===== src/rtl/regfile_scoreboard_if.sv =====
// Issue / writeback / status bundle between decode and the register-file hazard scoreboard.
// master = decode side (drives issue and writeback), slave = scoreboard.
interface regfile_scoreboard_if #(
   parameter int NUM_REGS = 32,
   parameter int ADDR_W   = 5,
   parameter int CNT_W    = 3
);
   logic                issue_valid;
   logic                issue_ready;
   logic [ADDR_W-1:0]   issue_rs1;
   logic [ADDR_W-1:0]   issue_rs2;
   logic                issue_uses_rs1;
   logic                issue_uses_rs2;
   logic [ADDR_W-1:0]   issue_rd;
   logic                issue_writes_rd;
   logic                wb_valid;
   logic [ADDR_W-1:0]   wb_rd;
   logic                flush;
   logic [NUM_REGS-1:0] busy_mask;
   logic [CNT_W-1:0]    inflight_count;
   logic [1:0]          stall_cause;
   logic                wb_error;

   modport master (
      output issue_valid, issue_rs1, issue_rs2, issue_uses_rs1, issue_uses_rs2,
             issue_rd, issue_writes_rd, wb_valid, wb_rd, flush,
      input  issue_ready, busy_mask, inflight_count, stall_cause, wb_error
   );

   modport slave (
      input  issue_valid, issue_rs1, issue_rs2, issue_uses_rs1, issue_uses_rs2,
             issue_rd, issue_writes_rd, wb_valid, wb_rd, flush,
      output issue_ready, busy_mask, inflight_count, stall_cause, wb_error
   );
endinterface


===== src/rtl/regfile_scoreboard.sv =====
// Busy-bit scoreboard for the integer register file: stalls issue on RAW/WAW/capacity
// hazards, clears on writeback, and drops all tracking on flush or reset.
module regfile_scoreboard #(
   parameter int NUM_REGS     = 32,
   parameter int ADDR_W       = 5,
   parameter int MAX_INFLIGHT = 4,
   parameter int CNT_W        = $clog2(MAX_INFLIGHT + 1)
) (
   input  logic                  i_clock,
   input  logic                  i_reset_n,
   regfile_scoreboard_if.slave   sb
);
   logic [NUM_REGS-1:0] r_busy;
   logic [CNT_W-1:0]    r_count;
   logic                r_wb_error;

   logic [NUM_REGS-1:0] w_busy;
   logic [NUM_REGS-1:0] w_busy_nxt;
   logic                w_raw, w_waw, w_full, w_wr_track;
   logic                w_ready, w_set, w_wb_hit, w_wb_bad, w_wb_nz;
   logic [CNT_W-1:0]    w_count_nxt;

   // Register 0 can never look busy, so it never produces a hazard.
   assign w_busy = {r_busy[NUM_REGS-1:1], 1'b0};

   assign w_wr_track = sb.issue_writes_rd && (sb.issue_rd != '0);
   assign w_raw      = (sb.issue_uses_rs1 && w_busy[sb.issue_rs1]) ||
                       (sb.issue_uses_rs2 && w_busy[sb.issue_rs2]);
   assign w_waw      = w_wr_track && w_busy[sb.issue_rd];
   assign w_full     = w_wr_track && (r_count == CNT_W'(MAX_INFLIGHT));
   assign w_ready    = !sb.flush && !w_raw && !w_waw && !w_full;
   assign w_set      = sb.issue_valid && w_ready && w_wr_track;

   // Writebacks see the pre-edge busy bits: no same-cycle bypass into issue.
   assign w_wb_nz  = sb.wb_valid && !sb.flush && (sb.wb_rd != '0);
   assign w_wb_hit = w_wb_nz && w_busy[sb.wb_rd];
   assign w_wb_bad = w_wb_nz && !w_busy[sb.wb_rd];

   always_comb begin
      sb.stall_cause = 2'd0;
      if (sb.issue_valid && !w_ready && !sb.flush) begin
         if (w_raw)      sb.stall_cause = 2'd1;
         else if (w_waw) sb.stall_cause = 2'd2;
         else            sb.stall_cause = 2'd3;
      end
   end

   // Per-register next state; a set on the same register as a clear wins.
   for (genvar g = 0; g < NUM_REGS; g++) begin : g_busy
      if (g == 0) begin : g_zero
         assign w_busy_nxt[g] = 1'b0;
      end else begin : g_reg
         assign w_busy_nxt[g] =
            (w_set && (sb.issue_rd == ADDR_W'(g))) ||
            (w_busy[g] && !(w_wb_hit && (sb.wb_rd == ADDR_W'(g))));
      end
   end

   always_comb begin
      w_count_nxt = r_count;
      if (w_set && !w_wb_hit)      w_count_nxt = r_count + CNT_W'(1);
      else if (!w_set && w_wb_hit) w_count_nxt = r_count - CNT_W'(1);
   end

   always_ff @(posedge i_clock) begin
      if (!i_reset_n) begin
         r_busy     <= '0;
         r_count    <= '0;
         r_wb_error <= 1'b0;
      end else if (sb.flush) begin
         r_busy  <= '0;
         r_count <= '0;
      end else begin
         r_busy  <= w_busy_nxt;
         r_count <= w_count_nxt;
         if (w_wb_bad) r_wb_error <= 1'b1;
      end
   end

   assign sb.issue_ready    = w_ready;
   assign sb.busy_mask      = w_busy;
   assign sb.inflight_count = r_count;
   assign sb.wb_error       = r_wb_error;
endmodule


===== src/flat_wrapper.sv =====
// flat-port wrapper written by rule: the top's interface ports become plain ports
module regfile_scoreboard_flat 
#(
   parameter int NUM_REGS     = 32,
   parameter int ADDR_W       = 5,
   parameter int MAX_INFLIGHT = 4,
   parameter int CNT_W        = $clog2(MAX_INFLIGHT + 1)
)
  (i_clock, i_reset_n, sb_issue_valid, sb_issue_rs1, sb_issue_rs2, sb_issue_uses_rs1, sb_issue_uses_rs2, sb_issue_rd, sb_issue_writes_rd, sb_wb_valid, sb_wb_rd, sb_flush, sb_issue_ready, sb_busy_mask, sb_inflight_count, sb_stall_cause, sb_wb_error);
  regfile_scoreboard_if #(.NUM_REGS(NUM_REGS), .ADDR_W(ADDR_W), .CNT_W(CNT_W)) sb_i ();
  input  logic i_clock;
  input  logic i_reset_n;
  input wire logic [$bits(sb_i.issue_valid)-1:0] sb_issue_valid;
  input wire logic [$bits(sb_i.issue_rs1)-1:0] sb_issue_rs1;
  input wire logic [$bits(sb_i.issue_rs2)-1:0] sb_issue_rs2;
  input wire logic [$bits(sb_i.issue_uses_rs1)-1:0] sb_issue_uses_rs1;
  input wire logic [$bits(sb_i.issue_uses_rs2)-1:0] sb_issue_uses_rs2;
  input wire logic [$bits(sb_i.issue_rd)-1:0] sb_issue_rd;
  input wire logic [$bits(sb_i.issue_writes_rd)-1:0] sb_issue_writes_rd;
  input wire logic [$bits(sb_i.wb_valid)-1:0] sb_wb_valid;
  input wire logic [$bits(sb_i.wb_rd)-1:0] sb_wb_rd;
  input wire logic [$bits(sb_i.flush)-1:0] sb_flush;
  output wire logic [$bits(sb_i.issue_ready)-1:0] sb_issue_ready;
  output wire logic [$bits(sb_i.busy_mask)-1:0] sb_busy_mask;
  output wire logic [$bits(sb_i.inflight_count)-1:0] sb_inflight_count;
  output wire logic [$bits(sb_i.stall_cause)-1:0] sb_stall_cause;
  output wire logic [$bits(sb_i.wb_error)-1:0] sb_wb_error;
  assign sb_i.issue_valid = sb_issue_valid;
  assign sb_i.issue_rs1 = sb_issue_rs1;
  assign sb_i.issue_rs2 = sb_issue_rs2;
  assign sb_i.issue_uses_rs1 = sb_issue_uses_rs1;
  assign sb_i.issue_uses_rs2 = sb_issue_uses_rs2;
  assign sb_i.issue_rd = sb_issue_rd;
  assign sb_i.issue_writes_rd = sb_issue_writes_rd;
  assign sb_i.wb_valid = sb_wb_valid;
  assign sb_i.wb_rd = sb_wb_rd;
  assign sb_i.flush = sb_flush;
  assign sb_issue_ready = sb_i.issue_ready;
  assign sb_busy_mask = sb_i.busy_mask;
  assign sb_inflight_count = sb_i.inflight_count;
  assign sb_stall_cause = sb_i.stall_cause;
  assign sb_wb_error = sb_i.wb_error;
  regfile_scoreboard #(.NUM_REGS(NUM_REGS), .ADDR_W(ADDR_W), .MAX_INFLIGHT(MAX_INFLIGHT), .CNT_W(CNT_W)) u_core (.i_clock(i_clock), .i_reset_n(i_reset_n), .sb(sb_i));
endmodule

===== config.mk =====
export PLATFORM = sky130hd
export DESIGN_NAME = regfile_scoreboard_flat
export DESIGN_NICKNAME = d
export VERILOG_FILES = /design/src/rtl/regfile_scoreboard_if.sv /design/src/rtl/regfile_scoreboard.sv /design/src/flat_wrapper.sv
export SDC_FILE = /design/constraint.sdc
export NUM_CORES = 1
export LEC_CHECK = 0
export CAP_MARGIN = 20
export CORE_ASPECT_RATIO = 0.75
export CORE_MARGIN = 2
export CORE_UTILIZATION = 45
export DETAILED_ROUTE_END_ITERATION = 8
export GPL_TIMING_DRIVEN = 0
export PLACE_DENSITY = 0.78
export SYNTH_ARGS = -nofsm -noshare
export SYNTH_HDL_FRONTEND = slang
export SYNTH_SLANG_ARGS = --single-unit

===== constraint.sdc =====
create_clock -name i_clock -period 11.5 [get_ports i_clock]
set_input_delay 2.875 -clock i_clock [delete_from_list [all_inputs] [get_ports i_clock]]
set_output_delay 2.875 -clock i_clock [all_outputs]
set_load 0.01 [all_outputs]

==> results.txt <==
The area enclosed by the die boundary is 0.00689 mm^2. The growth of design area from synthesis to finish came out at 27.4%. For this run, asynchronously set or reset flops after synthesis account for 0. The synthesized area is 0.00281 mm^2.

Of all nets on the critical path, the largest fanout is 10. The final antenna diode count is 0. The final route contains 3123 vias. The worst setup path is captured at a primary output. The total chip power came out at 0.261 mW. For this run the aggregate overflow at the end of global routing stands at 0. The die width is 95.2 um. The TritonCTS sink count is 35. The number of DRC markers after the initial detailed-route iteration is 388. The instance count along the most critical hold path is 2. The effective utilization at floorplan came out at 0.474.

In the post-synthesis netlist, the biggest area contributors are sky130_fd_sc_hd__dfxtp_1 (25%), sky130_fd_sc_hd__mux4_2 (12%), sky130_fd_sc_hd__mux2i_1 (12%). The overall routed net length came out at 10000 um. The max-capacitance violation count is 0. The number of pins with negative max-slew slack in the final report is 0. CTS placed an instance of sky130_fd_sc_hd__clkbuf_8 at the clock tree root. Counting tap cells, the placed design contains a total of 454 instances. The total of cells resized after clock tree synthesis is 0. After clock tree synthesis, the setup repair step added 0 buffers. The final setup violation count is 0. Counting distinct cell types in the post-synthesis netlist gives 49.

The biggest area contributor in the post-synthesis netlist is sky130_fd_sc_hd__dfxtp_1. The startpoint of the worst hold path is u_core.sb.wb_error$_SDFFE_PN0P_. Setup repair after global routing left no endpoint under its margin. The number of warnings printed during yosys synthesis came out at 0. The clock insertion delay at the later pin of the skew report is 290 ps.

The final layout net count is 413. The per-cell via count in the routed design is 6.76. The share of the clock period used by the worst path came out at 0.766.

The class of the tightest hold or removal check is reg -> reg. In this run the static leakage power is 1.20 nW. Clock skew on the completed layout was measured at 9.49 ps.

TritonCTS built the clock tree. The wire length of the first global-routing pass is 15300 um. The number of global-route vias before repair is 2900. The per-instance average area after synthesis came out at 8.85 um^2. The count of nets left with antenna violations after detail routing came out at 0.

Data on the critical path arrives at its endpoint at 5930 ps. The area inside the core boundary is 0.00592 mm^2. In the global route stage, overall resource usage came out at 0.292.

The final-layout worst hold slack is 457 ps. Counting cells, the worst reg-to-reg path comes to 12. The path with the worst hold slack has its endpoint at u_core.sb.wb_error$_SDFFE_PN0P_.

Counting instances in the post-synthesis netlist gives the leading cell types as sky130_fd_sc_hd__dfxtp_1 (35), sky130_fd_sc_hd__mux2i_1 (33), sky130_fd_sc_hd__o211ai_1 (32), sky130_fd_sc_hd__o21ai_1 (32), sky130_fd_sc_hd__nand2_1 (24). The count of non-filler cells in the finished layout came out at 462. TritonCTS created 5 clock buffers. The start of the worst register-to-register path is u_core.r_busy[15]$_SDFF_PP0_.

After clock tree synthesis, the clock-pin slew on the worst setup and hold paths is 60 ps. Static timing analysis puts the maximum clock frequency at 114 MHz. The initial antenna violation count came to 0. The maximum ir drop on the vdd rail is 64.8 uV. The total DRC errors in the routed layout is 0. The most used flip-flop cell after synthesis is sky130_fd_sc_hd__dfxtp_1.

The setup path with the least slack is of type in -> out. The total of buffers placed on input and output ports is 59. The hold buffer count at cts came out at 0. The most common cell in the synthesized netlist is sky130_fd_sc_hd__dfxtp_1. Counting every net in the synthesized netlist gives 347. The data required time of the worst path is 8630 ps. The run finished with clean final reports. The power density of the placed cells came out at 73.0 mW/mm^2. 67 I/O pins were placed. The vertical die dimension came out at 72.4 um. The CTS H-tree depth is 2. After layout, the minimum clock period comes to 8810 ps.

Measured against its own limit, the worst slew margin works out to 0.605. The count of state elements after synthesis came out at 35. The fraction of post-synthesis cell area in the top cell type by area came out at 0.250. The worst setup path is launched from an input port. The actual slew at the worst max-slew pin came out at 591 ps. The number of instances in the synthesized netlist is 317. The detailed-placement wirelength estimate is 7390 um.

The global placer's final weighted congestion is 0.980. The deepest clock path buffer count came out at 2. The setup TNS is 0 ps. The number of synthesized flops with an enable pin is 0. The final count of hold timing violations is 0. The pin count of the biggest net entering global routing came out at 11. In the final routed layout, each cell accounts on average for 21.6 um. The endpoint identified for the worst register-to-register timing path is u_core.sb.inflight_count[2]$_SDFFE_PP0P_. In the final layout, the share of cells above drive strength 1 is 0.102.

The setup check on the worst reg-to-reg path leaves a slack of 8130 ps. The standard-cell row count came out at 24. The share of synthesized area occupied by flip-flops and latches came out at 0.250. The number of search-and-repair iterations in the first detailed-routing pass is 5.
-- logic make-up (layout without fill, tap and decap cells) --
group,after synthesis,count (layout),synth area share
flops,35,35,0.250
simple gates,101,101,0.201
buf+inv,26,93,0.0383
mux,51,51,0.255
xor+xnor,2,2,0.00624
other cells,1,1,0.00134
compound gates,99,99,0.236
fa+ha+maj,2,2,0.0116
-- report_power, final --
part | switching [mW] | internal [mW] | total [mW]
registers | 0.000637 | 0.122 | 0.122
logic | 0.0307 | 0.0227 | 0.0534
clock network | 0.0426 | 0.0425 | 0.0851
-- worst max path at each step --
stage / from / endpoint / depth (start not counted)
CTS: sb_issue_rs2[1] / sb_issue_ready / 9
finish: sb_issue_rs2[2] / sb_issue_ready / 8
global route: sb_issue_rs2[1] / sb_stall_cause[1] / 9
global placement: sb_issue_rs2[2] / sb_issue_ready / 8
detailed placement: sb_issue_rs2[1] / sb_issue_ready / 9
floorplan: sb_issue_rs1[0] / sb_issue_ready / 8
-- worst max-delay path, cell delays in order --
cell and delay, ps:
sky130_fd_sc_hd__clkdlybuf4s50_1 570, sky130_fd_sc_hd__buf_1 460, sky130_fd_sc_hd__mux4_2 390, sky130_fd_sc_hd__o211ai_1 160, sky130_fd_sc_hd__and4_1 400, sky130_fd_sc_hd__nand3_1 220
sky130_fd_sc_hd__a211oi_1 280, sky130_fd_sc_hd__clkdlybuf4s50_1 580
-- sequential cells by signal (all words and copies together), names as in the netlist --
name                      count
u_core.sb.inflight_count      3
u_core.sb.wb_error            1
u_core.r_busy                31
-- final cells by class --
class                   instances  area, um^2
inverters                       5        18.8
repair buffers                 59         591
clock inverters                 1        5.00
clock buffers                   7        76.3
multi-input cells             256        2000
fillers                       520        2340
well taps                      78        97.6
flip-flops and latches         35         701
plain buffers                  21        88.8
-- layout by cell type (no fill, tap or decap), drive strengths merged, types with 9 or more instances in the layout --
cell type      netlist  routed
buf                  9       9
clkbuf              12      19
clkdlybuf4s50        0      59
dfxtp               35      35
mux2i               33      33
mux4                16      16
nand2               24      24
nand3               17      17
nor2                12      12
nor2b               11      11
o211ai              32      32
o21ai               35      35
-- through the flow --
step           utilization  instance area (um^2)  setup WS (ps)
6_report             0.604                  3580           2690
5_1_grt              0.604                  3580           2580
4_1_cts              0.604                  3580           2730
3_5_place_dp         0.591                  3490           2730
3_3_place_gp         0.591                  3490           2780
2_1_floorplan            -                  2810           3910
-- per-layer routing --
metal  routed length, um  up-vias  GRT usage
li1                    -     1374          -
met1                4130     1484      0.403
met2                4260      247      0.424
met3                1440       18      0.119
met4                 165        0     0.0709
met5                   0        -          0
Note: power is estimated with default switching activity, not from simulation.
==> RTL change 1 (same flow settings) <==
`ADDR_W` is set to 5 in 3 places; all go to 6.
--- a/src/rtl/regfile_scoreboard_if.sv
+++ b/src/rtl/regfile_scoreboard_if.sv
@@ -3,5 +3,5 @@
 interface regfile_scoreboard_if #(
    parameter int NUM_REGS = 32,
-   parameter int ADDR_W   = 5,
+   parameter int ADDR_W   = 6,
    parameter int CNT_W    = 3
 );
--- a/src/rtl/regfile_scoreboard.sv
+++ b/src/rtl/regfile_scoreboard.sv
@@ -3,5 +3,5 @@
 module regfile_scoreboard #(
    parameter int NUM_REGS     = 32,
-   parameter int ADDR_W       = 5,
+   parameter int ADDR_W       = 6,
    parameter int MAX_INFLIGHT = 4,
    parameter int CNT_W        = $clog2(MAX_INFLIGHT + 1)
--- a/src/flat_wrapper.sv
+++ b/src/flat_wrapper.sv
@@ -3,5 +3,5 @@
 #(
    parameter int NUM_REGS     = 32,
-   parameter int ADDR_W       = 5,
+   parameter int ADDR_W       = 6,
    parameter int MAX_INFLIGHT = 4,
    parameter int CNT_W        = $clog2(MAX_INFLIGHT + 1)
Interface: changed (resized sb_issue_rd, sb_issue_rs1, sb_issue_rs2 and sb_wb_rd); port bits go from 67 to 71. No check against the original RTL was run, so the function may have changed too.
==> RTL change 1 against the original RTL <==
- sequential cell count unchanged
- core utilization down 1.1 points
- area after synthesis up 7.3%
- global-route usage up 0.31 points
- largest cell class unchanged
- critical path type unchanged
- routed wire length up 7.4%
- sequential share of layout area down 1.1 points
- setup slack better by 0.29 ns
- die area up 6.9%
- highest routed layer unchanged
- clock power up 41%
- design area up 5.9%
- power up 16%
==> RTL change 1: results (changes against the original RTL) <==
[power_and_ir_drop]
irDropWorstVdd_mv = 0.0675  ; +4.3%
pg_comb_mw = 0.0596  ; +12%
pg_seq_mw = 0.122  ; about the same
pwr.group.clock_mw = 0.120  ; +41%
p_leak_nw = 1.24  ; +3.4%
switching_share_pct = 30.1  ; +1.8 points

[yosys]
yosysUniqueCellTypes = 51  ; +4.1%
synthTopCellsByCount = 35 x dfxtp_1, 35 x nand2_1, 29 x o211ai_1, 27 x nand3_1, 23 x mux4_2
yosysSeqAreaShare_pct = 23.3  ; -1.7 points
muxShareOfSynthArea_pct = 25.4  ; -0.15 points
yosys.area_share.adder_pct = 1.08  ; -0.079 points
synth_compound_area_share_pct = 22.1  ; -1.6 points
syn-num-nets = 366  ; +5.5%
yosys.area_share.xor_xnor_pct = 0.582  ; -0.042 points
synth.area.top_cells = dfxtp_1 23%, mux4_2 17%, o211ai_1 7.2%

[critical_path]
reg2reg_to = u_core.sb.inflight_count[2]
crit_arrival_ns = 5.64  ; -0.29 ns
r2r_slack_ns = 8.01  ; -0.12 ns
r2r_cells = 13  ; +1
r2r-start = u_core.r_busy[3]
startpoint = sb_issue_rd[1]

[cells_and_area]
clkbuf_count = 5  ; -2
inv_count = 6  ; +1
final_nets = 429  ; +3.9%
final_layout_size_suffix_gt1_share_pct = 13.1  ; +3.0 points
fill_cells = 595  ; +14%
bufAreaShareNonClock_pct = 19.6  ; +0.65 points
clkCellAreaFrac_pct = 3.07  ; +0.80 points
multiInputGateArea_um2 = 2100  ; +5.3%
n_all_buffers = 91  ; +14%

[status]
status = completed

[drt]
viasPerCell = 6.91  ; +2.2%
drt-wirelength-per-cell_um = 22.5  ; +4.0%
drt_iter0_markers = 337  ; -13%

[global_routing]
grt_usage_pct = 29.5  ; +0.31 points
antenna_found_initial = 0  ; unchanged
grt_pass1_wl_um = 16700  ; +9.1%
grt_max_degree = 14  ; +3
grt_pass1_vias = 3110  ; +7.2%

[sta]
fin_skew_ns = 0.00479  ; -0.00470 ns
hold-worst-slack_ns = 0.493  ; +0.0363 ns
relSlewSlack_pct = 62.1  ; +1.6 points
max_freq_mhz = 117  ; +3.4%

[place]
io_buffer_count = 56  ; -5.1%
dp_hpwl_um = 8170  ; +10%
gp_congestion = 0.979  ; -0.10%
pre_cts_ws_ns = 3.04  ; +0.312 ns

[clock_network]
clk_pin_slew_ns = 0.08  ; +0.02 ns

[hold_path]
hold_end = u_core.sb.wb_error

## RTL change 1: changes by cell type in the layout (fill, tap and decap cells not counted), sizes merged, moves of 5 or more
| cell | delta |
|---|---|
| o41ai | +22 |
| nand2 | +11 |
| o31ai | +9 |
| nor2 | +6 |
| nor3 | +5 |
| nand3 | +11 |
| o21ai | -32 |
| clkbuf | +8 |
| a21oi | -5 |
| mux2i | -14 |
| mux4 | +7 |
## RTL change 1: layer usage
metal  up-vias  GRT usage, %  wire (um)
li1       1446             -          -
met1      1547          41.9       4550
met2       266          44.4       4520
met3        37          7.99       1400
met4         0          8.98        259
met5         -             0          0
## RTL change 1: per-stage QoR
step | std cells | instance area [um^2]
6_report | 477 | 3790
5_1_grt | 477 | 3790
4_1_cts | 477 | 3790
3_5_place_dp | 469 | 3670
3_3_place_gp | 469 | 3670
2_1_floorplan | 332 | 3010
==> RTL change 2 (same flow settings) <==
Without the edit above. Reset style: asynchronous (`i_reset_n`), changed in one clocked block.
--- a/src/rtl/regfile_scoreboard.sv
+++ b/src/rtl/regfile_scoreboard.sv
@@ -63,5 +63,5 @@
    end
 
-   always_ff @(posedge i_clock) begin
+   always_ff @(posedge i_clock or negedge i_reset_n) begin
       if (!i_reset_n) begin
          r_busy     <= '0;
Check against the original RTL: differs if i_reset_n is asserted again (counterexample within 4 cycles, from zero or initial values and one cycle with i_reset_n low); with i_reset_n held inactive, the same outputs for 4 cycles.
==> RTL change 2 against the original RTL <==
- routed wire length is 2.1% lower
- sequential cell count stayed put
- core utilization is 2.0 points lower
- global-route usage is 1.8 points lower
- design area is 3.2% higher
- synthesized cell count is 5.4% lower
- clock power is 2% lower
- power is 11% higher
- setup slack better by 0.24 ns
- first-iteration DRC count is 26% lower
- area after synthesis is 4.8% higher
- critical path type unchanged
- critical endpoint unchanged
- highest routed layer unchanged
==> RTL change 2: results (changes against the original RTL) <==
[status]
status = completed

[sta]
final_hold_viol_count = 0  ; unchanged
tightest_slew_ns = 0.809  ; +0.218 ns
fin_skew_ns = 0.00462  ; -0.00488 ns

[critical_path]
startpoint = sb_issue_rd[2]
crit_arrival_ns = 5.70  ; -0.23 ns
r2r_cells = 11  ; -1
path_max_fanout = 10  ; unchanged
r2r-start = u_core.r_busy[6]

[place]
pre_cts_ws_ns = 2.99  ; +0.264 ns
io_buffer_count = 58  ; -1.7%
dp_hpwl_um = 7280  ; -1.5%
gp_congestion = 0.976  ; -0.39%
placed_cells = 439  ; -3.3%

[power_and_ir_drop]
p_leak_nw = 1.36  ; +13%
switchingPower_mw = 0.0883  ; +19%
irDropWorstVdd_mv = 0.0582  ; -10%

[hold_path]
hold_path_depth = 1  ; -1
hold_class = reg -> reg
hold_path_startpoint = u_core.sb.wb_error

[global_routing]
grt_pass1_wl_um = 15300  ; -0.27%
antenna_found_initial = 0  ; unchanged
grt_max_degree = 36  ; +25
grt_pass1_vias = 2892  ; -0.28%
grt_usage_pct = 27.4  ; -1.8 points

[drt]
routed_wl_um = 9780  ; -2.1%
firstDrtPassIters = 5  ; unchanged
drt_iter0_markers = 289  ; -26%
drt-wirelength-per-cell_um = 22.0  ; +1.6%
viasPerCell = 6.77  ; +0.13%

[cells_and_area]
final_layout_size_suffix_gt1_share_pct = 11.0  ; +0.83 points
top_register = u_core.r_busy
final_nets = 394  ; -4.6%
diodes = 0  ; unchanged
fill_cells = 555  ; +6.7%
largest_register_ffs = 31  ; unchanged

[clock_network]
root_buffer = clkbuf_8
cts.htree.levels = 2  ; unchanged
post_cts_buffers = 0  ; unchanged
clk_latency_ns = 0.29  ; about the same
clockBufferDepth = 2  ; unchanged
clk_pin_slew_ns = 0.06  ; about the same
cts_buffers = 5  ; unchanged
cts_resized = 0  ; unchanged

[yosys]
yosysWarnings = 0  ; unchanged
yosysUniqueCellTypes = 50  ; +2.0%
yosysSeqAreaShare_pct = 29.8  ; +4.8 points
syn-num-nets = 329  ; -5.2%
synth_ff_type = dfrtp_1
async_flop_share_pct = 100  ; +100 points
synth.area.top_cells = dfrtp_1 30%, mux4_2 13%, mux2i_1 7.5%
synthCells = 300  ; -5.4%
synthTopCellsByCount = 35 x dfrtp_1, 24 x inv_1, 22 x mux2i_1, 20 x clkbuf_1, 19 x o211ai_1

## RTL change 2: path summary, 6_finish.rpt
path                                                     to  slack (ns)
worst max-delay path                         sb_issue_ready        2.93
worst min-delay path                     u_core.sb.wb_error        0.47
worst max register to register  u_core.sb.inflight_count[2]        8.34
worst min register to register           u_core.sb.wb_error        0.47
max in group asynchronous                 u_core.r_busy[29]        8.31
min in group asynchronous                  u_core.r_busy[5]        2.67
## RTL change 2: layout make-up
class	instances	area (um^2)	share of cell area (%)
Multi-Input combinational cell	214	1850	50.1
Tap cell	81	101	2.75
Clock buffer	6	72.6	1.97
Inverter	24	90.1	2.44
Sequential cell	35	876	23.7
Timing Repair Buffer	58	576	15.6
Buffer	27	125	3.39
## RTL change 2: per-stage QoR
step	total power [mW]	utilization, %	hold WS (ns)	cell area [um^2]
2_1_floorplan	0.175	-	0.493	2940
3_3_place_gp	0.205	57.3	0.447	3620
3_5_place_dp	0.206	57.3	0.458	3620
4_1_cts	0.288	58.4	0.477	3690
5_1_grt	0.301	58.4	0.520	3690
6_report	0.289	58.4	0.469	3690
## RTL change 2: kinds of logic (layout without fill, tap and decap cells)
logic type | after synthesis | in the layout | share of synthesized area (%)
muxes | 47 | 47 | 25.6
other | 1 | 1 | 0.127
xor gates and xnor gates | 1 | 1 | 0.298
adders and majority gates | 1 | 1 | 0.681
AOI/OAI and AO/OA | 78 | 78 | 19.6
DFF | 35 | 35 | 29.8
buffers and inverters | 51 | 115 | 7.32
and+or+nand+nor | 86 | 86 | 16.6
## RTL change 2: power by group through the flow
stage	Sequential (mW)	Combinational [mW]	Clock, mW
2_1_floorplan	0.134	0.0412	0
3_3_place_gp	0.133	0.0725	0
3_5_place_dp	0.133	0.0739	0
4_1_cts	0.130	0.0742	0.0837
5_1_grt	0.131	0.0811	0.0885
6_report	0.130	0.0749	0.0833
## RTL change 2: worst max-delay path, stage by stage
cell             delay, ns
clkdlybuf4s50_1       0.50
clkbuf_1              0.36
nor3_1                0.10
or3_1                 0.35
o311ai_1              0.54
nand2b_1              0.14
a211oi_1              0.25
clkdlybuf4s50_1       0.58
## RTL change 2: routing by layer
| layer | vias to the layer above | share of wire, % | global-route usage [%] |
|---|---|---|---|
| met3 | 22 | 12 | 9.02 |
| met2 | 207 | 44 | 41.8 |
| li1 | 1307 | - | - |
| met4 | 0 | 1.7 | 8.80 |
| met1 | 1476 | 42 | 37.7 |
| met5 | - | 0 | 0 |
